==> src/rtl/ram_port_arbiter_pkg.sv <==
// Shared definitions for the block-RAM port arbiter: default geometry,
// port encoding for debug display and the pointer-width helper.
package ram_port_arbiter_pkg;

  localparam int unsigned ADDR_W_DEF = 10;
  localparam int unsigned DATA_W_DEF = 16;

  typedef enum logic {
    PORT_WRITE = 1'b0,
    PORT_READ  = 1'b1
  } port_e;

  // A single requester still needs a 1-bit pointer/index.
  function automatic int unsigned ptr_width(input int unsigned n);
    return (n > 1) ? $clog2(n) : 1;
  endfunction

endpackage

==> src/rtl/ram_port_arbiter_rr_pick.sv <==
// Combinational round-robin picker: first candidate at or above ptr wins,
// otherwise the first candidate below ptr.
module rr_pick
  import ram_port_arbiter_pkg::*;
#(
  parameter int unsigned N  = 4,
  parameter int unsigned PW = ptr_width(N)
) (
  input  logic [N-1:0]  cand,
  input  logic [PW-1:0] ptr,
  output logic [N-1:0]  gnt,
  output logic [PW-1:0] idx,
  output logic          any
);

  always_comb begin
    gnt = '0;
    idx = '0;
    any = 1'b0;
    for (int k = 0; k < N; k++) begin
      if (!any && cand[k] && (k >= int'(ptr))) begin
        any    = 1'b1;
        gnt[k] = 1'b1;
        idx    = PW'(k);
      end
    end
    for (int k = 0; k < N; k++) begin
      if (!any && cand[k] && (k < int'(ptr))) begin
        any    = 1'b1;
        gnt[k] = 1'b1;
        idx    = PW'(k);
      end
    end
  end

endmodule

==> src/rtl/ram_port_arbiter.sv <==
// Arbitrates NUM_REQ requesters onto a simple dual-port block RAM: write port A
// and read port B each have an independent round-robin pointer.
module ram_port_arbiter
  import ram_port_arbiter_pkg::*;
#(
  parameter int unsigned NUM_REQ = 4,
  parameter int unsigned ADDR_W  = ADDR_W_DEF,
  parameter int unsigned DATA_W  = DATA_W_DEF
) (
  input  logic                      clka,
  input  logic                      rst,
  input  logic [NUM_REQ-1:0]        req_valid,
  input  logic [NUM_REQ-1:0]        req_we,
  input  logic [NUM_REQ*ADDR_W-1:0] req_addr,
  input  logic [NUM_REQ*DATA_W-1:0] req_wdata,
  output logic [NUM_REQ-1:0]        req_ready,
  output logic [NUM_REQ-1:0]        rsp_valid,
  output logic [DATA_W-1:0]         rsp_data,
  output logic                      ena,
  output logic                      wea,
  output logic [ADDR_W-1:0]         addra,
  output logic [DATA_W-1:0]         dia,
  output logic                      enb,
  output logic [ADDR_W-1:0]         addrb,
  input  logic [DATA_W-1:0]         dob
);

  localparam int unsigned PW = ptr_width(NUM_REQ);

  logic [NUM_REQ-1:0] wr_cand, rd_cand, wr_gnt, rd_gnt;
  logic [PW-1:0]      wr_idx, rd_idx;
  logic               wr_any, rd_any, collide, rd_ok;
  logic [ADDR_W-1:0]  wr_addr, rd_addr;
  logic [DATA_W-1:0]  wr_data;

  logic [PW-1:0]      wr_ptr_q, wr_ptr_d, rd_ptr_q, rd_ptr_d;
  logic               ena_q, enb_q;
  logic [ADDR_W-1:0]  addra_q, addrb_q;
  logic [DATA_W-1:0]  dia_q;
  logic [PW-1:0]      rd_idx_q;
  logic [NUM_REQ-1:0] rsp_valid_q, rsp_valid_d;

  assign wr_cand = req_valid & req_we;
  assign rd_cand = req_valid & ~req_we;

  rr_pick #(
    .N  (NUM_REQ),
    .PW (PW)
  ) u_wr_pick (
    .cand (wr_cand),
    .ptr  (wr_ptr_q),
    .gnt  (wr_gnt),
    .idx  (wr_idx),
    .any  (wr_any)
  );

  rr_pick #(
    .N  (NUM_REQ),
    .PW (PW)
  ) u_rd_pick (
    .cand (rd_cand),
    .ptr  (rd_ptr_q),
    .gnt  (rd_gnt),
    .idx  (rd_idx),
    .any  (rd_any)
  );

  always_comb begin
    wr_addr = '0;
    wr_data = '0;
    rd_addr = '0;
    for (int k = 0; k < NUM_REQ; k++) begin
      if (PW'(k) == wr_idx) begin
        wr_addr = req_addr[k*ADDR_W +: ADDR_W];
        wr_data = req_wdata[k*DATA_W +: DATA_W];
      end
      if (PW'(k) == rd_idx) begin
        rd_addr = req_addr[k*ADDR_W +: ADDR_W];
      end
    end
  end

  // Same-address collision: the write wins, the read retries next cycle.
  assign collide   = wr_any & rd_any & (wr_addr == rd_addr);
  assign rd_ok     = rd_any & ~collide;
  assign req_ready = rst ? '0 : (wr_gnt | (rd_ok ? rd_gnt : '0));

  always_comb begin
    wr_ptr_d = wr_ptr_q;
    rd_ptr_d = rd_ptr_q;
    if (wr_any) begin
      wr_ptr_d = (wr_idx == PW'(NUM_REQ - 1)) ? '0 : wr_idx + 1'b1;
    end
    if (rd_ok) begin
      rd_ptr_d = (rd_idx == PW'(NUM_REQ - 1)) ? '0 : rd_idx + 1'b1;
    end
  end

  always_comb begin
    rsp_valid_d = '0;
    if (enb_q) begin
      for (int k = 0; k < NUM_REQ; k++) begin
        if (PW'(k) == rd_idx_q) begin
          rsp_valid_d[k] = 1'b1;
        end
      end
    end
  end

  always_ff @(posedge clka or posedge rst) begin
    if (rst) begin
      wr_ptr_q    <= '0;
      rd_ptr_q    <= '0;
      ena_q       <= 1'b0;
      enb_q       <= 1'b0;
      addra_q     <= '0;
      addrb_q     <= '0;
      dia_q       <= '0;
      rd_idx_q    <= '0;
      rsp_valid_q <= '0;
    end else begin
      wr_ptr_q    <= wr_ptr_d;
      rd_ptr_q    <= rd_ptr_d;
      ena_q       <= wr_any;
      enb_q       <= rd_ok;
      rsp_valid_q <= rsp_valid_d;
      if (wr_any) begin
        addra_q <= wr_addr;
        dia_q   <= wr_data;
      end
      if (rd_ok) begin
        addrb_q  <= rd_addr;
        rd_idx_q <= rd_idx;
      end
    end
  end

  assign ena       = ena_q;
  assign wea       = ena_q;
  assign addra     = addra_q;
  assign dia       = dia_q;
  assign enb       = enb_q;
  assign addrb     = addrb_q;
  assign rsp_valid = rsp_valid_q;
  // The RAM registers dob; it is valid in the same cycle as rsp_valid.
  assign rsp_data  = dob;

endmodule

==> config.mk <==
export PLATFORM = sky130hd
export DESIGN_NAME = ram_port_arbiter
export DESIGN_NICKNAME = d
export VERILOG_FILES = /design/src/rtl/ram_port_arbiter_pkg.sv /design/src/rtl/ram_port_arbiter_rr_pick.sv /design/src/rtl/ram_port_arbiter.sv
export SDC_FILE = /design/constraint.sdc
export NUM_CORES = 1
export LEC_CHECK = 0
export ABC_CLOCK_PERIOD_IN_PS = 3150
export CAP_MARGIN = 20
export CORE_MARGIN = 1
export CORE_UTILIZATION = 35
export DETAILED_ROUTE_END_ITERATION = 8
export PLACE_DENSITY = 0.82
export SLEW_MARGIN = 20
export SYNTH_ARGS = -nofsm -noshare
export SYNTH_HDL_FRONTEND = slang
export SYNTH_SLANG_ARGS = --single-unit
==> constraint.sdc <==
create_clock -name clka -period 3.15 [get_ports clka]
set_input_delay 0.315 -clock clka [delete_from_list [all_inputs] [get_ports clka]]
set_output_delay 0.315 -clock clka [all_outputs]
set_load 0.02 [all_outputs]
-- Yosys cells after proc, flatten, opt, wreduce, memory -nomap -nowiden
Cells that the tools add are included.
- add/sub/neg operators: 2
- bitwise gates (word level): 8
- reductions and logical operators: 39
- $lt $le $gt $ge: 12
- muxes and demuxes: 59
- equality and inequality tests: 12
- operators with widths (kind ; number):
    $mux W10 ; 8
    $mux W16 ; 4
    $mux W1 ; 32
    $logic_and A1 B1 Y1 ; 24
    $mux W2 ; 12
    $eq A2 B2 Y1 const A ; 6
    $logic_not A1 Y1 ; 12
    $mux W4 ; 3
    $eq A10 B10 Y1 ; 1
    $and A4 B4 Y4 ; 2
    $ge A1 B2 Y1 const A ; 4
    $lt A1 B2 Y1 const A ; 4
    $eq A1 B2 Y1 const A ; 3
    $logic_not A2 Y1 ; 3
    $add A2 B1 Y2 const B ; 2
    $eq A2 B2 Y1 const B ; 2
    $ge A2 B2 Y1 const A ; 2
    $lt A2 B2 Y1 const A ; 2
    $not A4 Y4 ; 1
    $or A4 B4 Y4 ; 1
    $and A1 B1 Y1 ; 3
    $not A1 Y1 ; 1
- logic and storage cells: 141
- output and inout bits: 63
- input bits: 130
- register bits: 48

-- Longest topological paths before layout
- depth after elaboration: 39
- mapped depth: 18
- depth with buffers taken out: 15

-- Cells and area by module
Synthesis repeated with hierarchy kept, for this count alone.
- cell total of the unflattened synthesis: 440
- area total of the unflattened synthesis: 3768.6 sq um
- by module, submodules not included (module ; instances ; area each (sq um) ; seq. area each (sq um) ; cells an instance):
    ram_port_arbiter ; 1 ; 3323.2 ; 1201.2 ; 374
    rr_pick ; 2 ; 222.7 ; 0.0 ; 33

-- Worst setup path before layout
OpenSTA, ideal clock, no wires.
- kind: input port to output port
- start point: input req_valid[0]
- end point: output req_ready[2]
- cell stages on the path: 15
- arrival: 3.601 ns
- path buffers: 2
- path slack: -0.766 ns
- data required time: 2.835 ns
- cells stage by stage: nand2_1 -> or2_2 -> a21oi_1 -> or3_1 -> and2_1 -> ha_1 -> buf_6 -> or2_1 -> buf_2 -> a221o_1 -> a211o_1 -> nand4_2 -> nor4_4 -> and3_1 -> o41ai_1
- cells in the longest elaborated chain, start to end: 38
- elaborated cells on any way between the ends: 92
- those cells by class: eq/ne: 7; mux: 40; bitwise: 7; reduce/logical: 38
- ends and longest elaborated chain (item ; RTL line ; RTL):
    from (decl) ; ram_port_arbiter.sv:12 ; input logic [NUM_REQ-1:0] req_valid,
    $and A4 B4 Y4, on equally long branches ; ram_port_arbiter.sv:43, ram_port_arbiter.sv:44 ;
    $logic_and A1 B1 Y1 ; ram_port_arbiter_rr_pick.sv:21 ; if (!any && cand[k] && (k >= int'(ptr))) begin
    $mux W1 ; ram_port_arbiter_rr_pick.sv:21 ;
    $logic_not A1 Y1 ; ram_port_arbiter_rr_pick.sv:21 ;
    $logic_and A1 B1 Y1 (2 in series) ; ram_port_arbiter_rr_pick.sv:21 ;
    $mux W1 ; ram_port_arbiter_rr_pick.sv:21 ;
    $logic_not A1 Y1 ; ram_port_arbiter_rr_pick.sv:21 ;
    $logic_and A1 B1 Y1 (2 in series) ; ram_port_arbiter_rr_pick.sv:21 ;
    [... 17 more ...] ; -- ;
    $mux W10, on equally long branches (4 in series) ; ram_port_arbiter.sv:73, ram_port_arbiter.sv:77 ;
    $eq A10 B10 Y1 ; ram_port_arbiter.sv:84 ; assign collide = wr_any & rd_any & (wr_addr == rd_addr);
    $and A1 B1 Y1 ; ram_port_arbiter.sv:84 ;
    $not A1 Y1 ; ram_port_arbiter.sv:85 ; assign rd_ok = rd_any & ~collide;
    $and A1 B1 Y1 ; ram_port_arbiter.sv:85 ;
    $mux W4 ; ram_port_arbiter.sv:86 ; assign req_ready = rst ? '0 : (wr_gnt | (rd_ok ? rd_gnt : '0));
    $or A4 B4 Y4 * ; ram_port_arbiter.sv:86 ;
    $mux W4 * ; ram_port_arbiter.sv:86 ;
    to (decl) ; ram_port_arbiter.sv:16 ; output logic [NUM_REQ-1:0] req_ready,
Every way passes the cells marked *; elsewhere a longest branch is shown, timed or not.

-- Worst setup path in the final report
- start point: input req_we[3]
- end point: output req_ready[3]
- cells in the longest elaborated chain, start to end: 28
- elaborated cells on any way between the ends: 65
- those cells by class: eq/ne: 7; mux: 28; bitwise: 8; reduce/logical: 22
- ends and longest elaborated chain (item ; RTL line ; RTL):
    from (decl) ; ram_port_arbiter.sv:13 ; input logic [NUM_REQ-1:0] req_we,
    $not A4 Y4 ; ram_port_arbiter.sv:44 ; assign rd_cand = req_valid & ~req_we;
    $and A4 B4 Y4 ; ram_port_arbiter.sv:44 ;
    $logic_and A1 B1 Y1 ; ram_port_arbiter_rr_pick.sv:21 ;
    $mux W1 ; ram_port_arbiter_rr_pick.sv:21 ;
    $logic_not A1 Y1 ; ram_port_arbiter_rr_pick.sv:28 ; if (!any && cand[k] && (k < int'(ptr))) begin
    $logic_and A1 B1 Y1 (2 in series) ; ram_port_arbiter_rr_pick.sv:28 ;
    $mux W1 ; ram_port_arbiter_rr_pick.sv:28 ;
    $logic_not A1 Y1 ; ram_port_arbiter_rr_pick.sv:28 ;
    [... 8 more ...] ; -- ;
    $mux W10 (4 in series) ; ram_port_arbiter.sv:77 ; if (PW'(k) == rd_idx) begin
    $eq A10 B10 Y1 ; ram_port_arbiter.sv:84 ;
    $and A1 B1 Y1 ; ram_port_arbiter.sv:84 ;
    $not A1 Y1 ; ram_port_arbiter.sv:85 ;
    $and A1 B1 Y1 ; ram_port_arbiter.sv:85 ;
    $mux W4 ; ram_port_arbiter.sv:86 ;
    $or A4 B4 Y4 * ; ram_port_arbiter.sv:86 ;
    $mux W4 * ; ram_port_arbiter.sv:86 ;
Marks and branches as above.

==> metrics.txt <==
status=finished with violations; failing checks=negative setup slack; Critical Path Source Type=input pin; MaxCap Viol Count=0; Net Sw Frac=0.404; Post-Synth XOR/XNOR Area=0.0170; Synth Instances=447; Inst Count DP=774; Final period util=1.20; async set-reset flop share out of synthesis=1.00; hold_buf cts=0; Final #Nets=817; fin crit period=3.77 ns; Yosys top cell area share=0.333; Post-DP HPWL=10.2 mm; H-tree levels=2; final hold viol count=0; clock slew at the register clock pins of the worst setup and hold paths=0.09 ns; sequential power share=0.244; GRT Total Usage=0.251; Most used DFF post-synth=dfrtp_1; # diodes=0; die area=between 10,000 and 15,000 µm²; combinational power share=0.654; Layout Cells excl Fill=813; part of the Yosys area used for sequential elements=0.333; worst slew pin tran=~0.62 ns; Vias=4,289; core outline area=9860 µm²; DRT Wirelength=roughly 14 mm; max-slew violations=0; clock tree root buffer cell=clkbuf_8; count leader, synth=a21oi_1; NetSw=1580 µW; clock share of power=0.102; # setup viols final=19; Pre-antenna DRT Iters=5; crit end category=output pin; worst path required time=2.83 ns; largest family of logic cells by synthesized area=compound AO/OA/AOI/OAI gates; vias in the first global route=4,188; Synth Net Count=a little under 600; top cells by area, synth=dfrtp_1 (33%), a21oi_1 (8.1%), nand2_1 (5.9%), nor2_1 (5.3%), a22oi_1 (4.2%); layout cells sized above 1=0.318; first-pass GRT wire length=20.5 mm; EDFF count, synth=0; port buffer count=160; CP dominant cell by count=and3_4; Synth area leader=dfrtp_1; mux share of post-synthesis cell area=0.0577; Slew HR=0.588; Worst Skew=0.00921 ns; grt ovf=0; area share of and/or/nand/nor cells after synthesis=0.206; Fin Setup TNS=-7.93 ns; total CTS buffers=5; final worst slack=-0.623 ns; critical path's largest stage delay=0.49 ns; detail-routed via count per cell=5.28; Hold WC Path Type=flop to flop; CTS tree=yes; DRC violations left=0; Max VDD drop=0.000319 V; compound-cell area share of the yosys netlist=0.266; crit path to=req_ready[3]; Setup CP Type=input pin to output pin; CTS Buffer Depth=2; worst reg2reg endpoint=rd_idx_q[0]; crit-path cells=clkdlybuf4s50_1, nand2_2, or3_4, o21ai_4, inv_2, ha_2, nor2b_4, a221o_1, and3_4, o21ai_2, nor4_4, and3_4, o32ai_4, buf_6; die extent in x=103 µm; slowest stage cell on the critical path=clkdlybuf4s50_1; RSZ-0062 raised after global routing=true; chip height=between 100 and 150 µm; Worst EP arrival=3.46 ns; Yosys warning count=0; worst r2r src=wr_ptr_q[1]; crit path max fanout=8; clk_lat worst skew=0.31 ns; # rows=36; Int Pwr=2330 µW; launch point of the worst path=req_we[3]; DRT iter0 DRCs=239; pin count of the biggest net entering global routing=49; Netlist cell types=54; syn avg cell area=8.06 µm²; Synth Area in Adders=0.0278; Post-synth top cells=a21oi_1 (58), nand2_1 (57), nor2_1 (51); fmax=between 0.2 and 0.3 GHz; static leakage=0.00286 µW; RePlAce Congestion=roughly 0.93; R2R depth=18; CTS Sinks=48; reg2reg setup slack=-0.43 ns; Top Ports=193; post-synthesis register bit count=48; post-detailed-route count of antenna-violating nets=0; WL per Instance=17.3 µm; PwrDens=594 nW/µm²; initial antenna violation count=0; # fillers=730; synthesized cell area=3600 µm²; initial core utilization=0.365; Layout area overhead=82.7%
per-stage QoR:
step / hold WS, ns / setup WS [ns] / area [µm²] / power, µW / util
6_report: 0.479 / -0.623 / 6580 / 3910 / 0.667
5_1_grt: 0.519 / -0.756 / 6580 / 4140 / 0.667
4_1_cts: 0.485 / -0.667 / 6350 / 3740 / 0.644
3_5_place_dp: 0.464 / -1.47 / 5870 / 3160 / 0.595
3_3_place_gp: 0.455 / -1.38 / 5870 / 3090 / 0.595
2_1_floorplan: 0.449 / -0.241 / 3770 / 2150 / -
final cells by class:
class,instances,area [µm²],share of cell area
well taps,133,166,0.0253
clock inverters,1,7.51,0.00114
flip-flops and latches,48,1200,0.183
inverters,18,73.8,0.0112
repair buffers,271,2520,0.383
clock buffers,7,86.3,0.0131
multi-input cells,335,2530,0.384
worst min path at each step:
stage	start	slack, ns	depth (start not counted)	to
detailed placement	addra[5]	0.46	2	addra[5]
floorplan	rd_idx_q[1]	0.45	1	rsp_valid[1]
global placement	addra[9]	0.46	2	addra[9]
global route	dia[10]	0.52	2	dia[10]
CTS	addra[5]	0.49	2	addra[5]
finish	addra[5]	0.48	2	addra[5]
worst max-delay path: cells and delay by family:
family | cells | cell delay (ns)
AOI/OAI and AO/OA | 4 | 0.57
adders and majority gates | 1 | 0.21
buffers and inverters | 3 | 0.74
and+or+nand+nor | 6 | 1.62
power by group through the flow:
stage / Combinational (µW) / Sequential (µW) / Clock, µW
after CTS: 2390 / 949 / 404
after detailed placement: 2200 / 958 / 0
after global placement: 2150 / 944 / 0
final: 2560 / 954 / 398
after global routing: 2730 / 977 / 432
after floorplan: 997 / 1150 / 0
cells in the final DEF, fill, tap and decap left out, drive strengths merged, types with 7 or more instances in the layout:
| cell | netlist | routed |
|---|---|---|
| buf | 31 | 115 |
| nand2 | 57 | 57 |
| inv | 18 | 17 |
| o21ai | 25 | 25 |
| nor3b | 8 | 8 |
| mux2 | 12 | 12 |
| clkbuf | 15 | 7 |
| a221oi | 12 | 12 |
| a21oi | 58 | 58 |
| clkdlybuf4s50 | 0 | 149 |
| nand2b | 8 | 8 |
| a22oi | 20 | 20 |
| dfrtp | 48 | 48 |
| ha | 8 | 8 |
| o22ai | 7 | 7 |
| nor2 | 51 | 51 |
routing by layer:
metal  track usage  share of wire  wire (µm)
met1         0.315           0.40       5660
met2         0.421           0.50       7100
met3        0.0531          0.066        927
met4         0.101          0.028        391
met5             0              0          0
cell families (layout without fill, tap and decap cells):
group,count (synthesis),in the layout
AOI/OAI and AO/OA,147,147
buffers and inverters,64,297
DFF,48,48
adders and majority gates,8,8
xor gates and xnor gates,7,7
muxes,17,17
and+or+nand+nor,156,156
flip-flops by register name (all words and copies together) (netlist names):
register,cells
ena,1
rsp_valid,4
dia,16
addra,10
rd_idx_q,2
enb,1
wr_ptr_q,2
addrb,10
rd_ptr_q,2
timing repair:
item                       4_1_cts  5_1_grt
gates resized for setup         80       40
pin swaps                       22       26
setup buffers                   20       12
cloned                           1        0
setup endpoints to repair       19       19
Note: power is estimated with default switching activity, not from simulation.
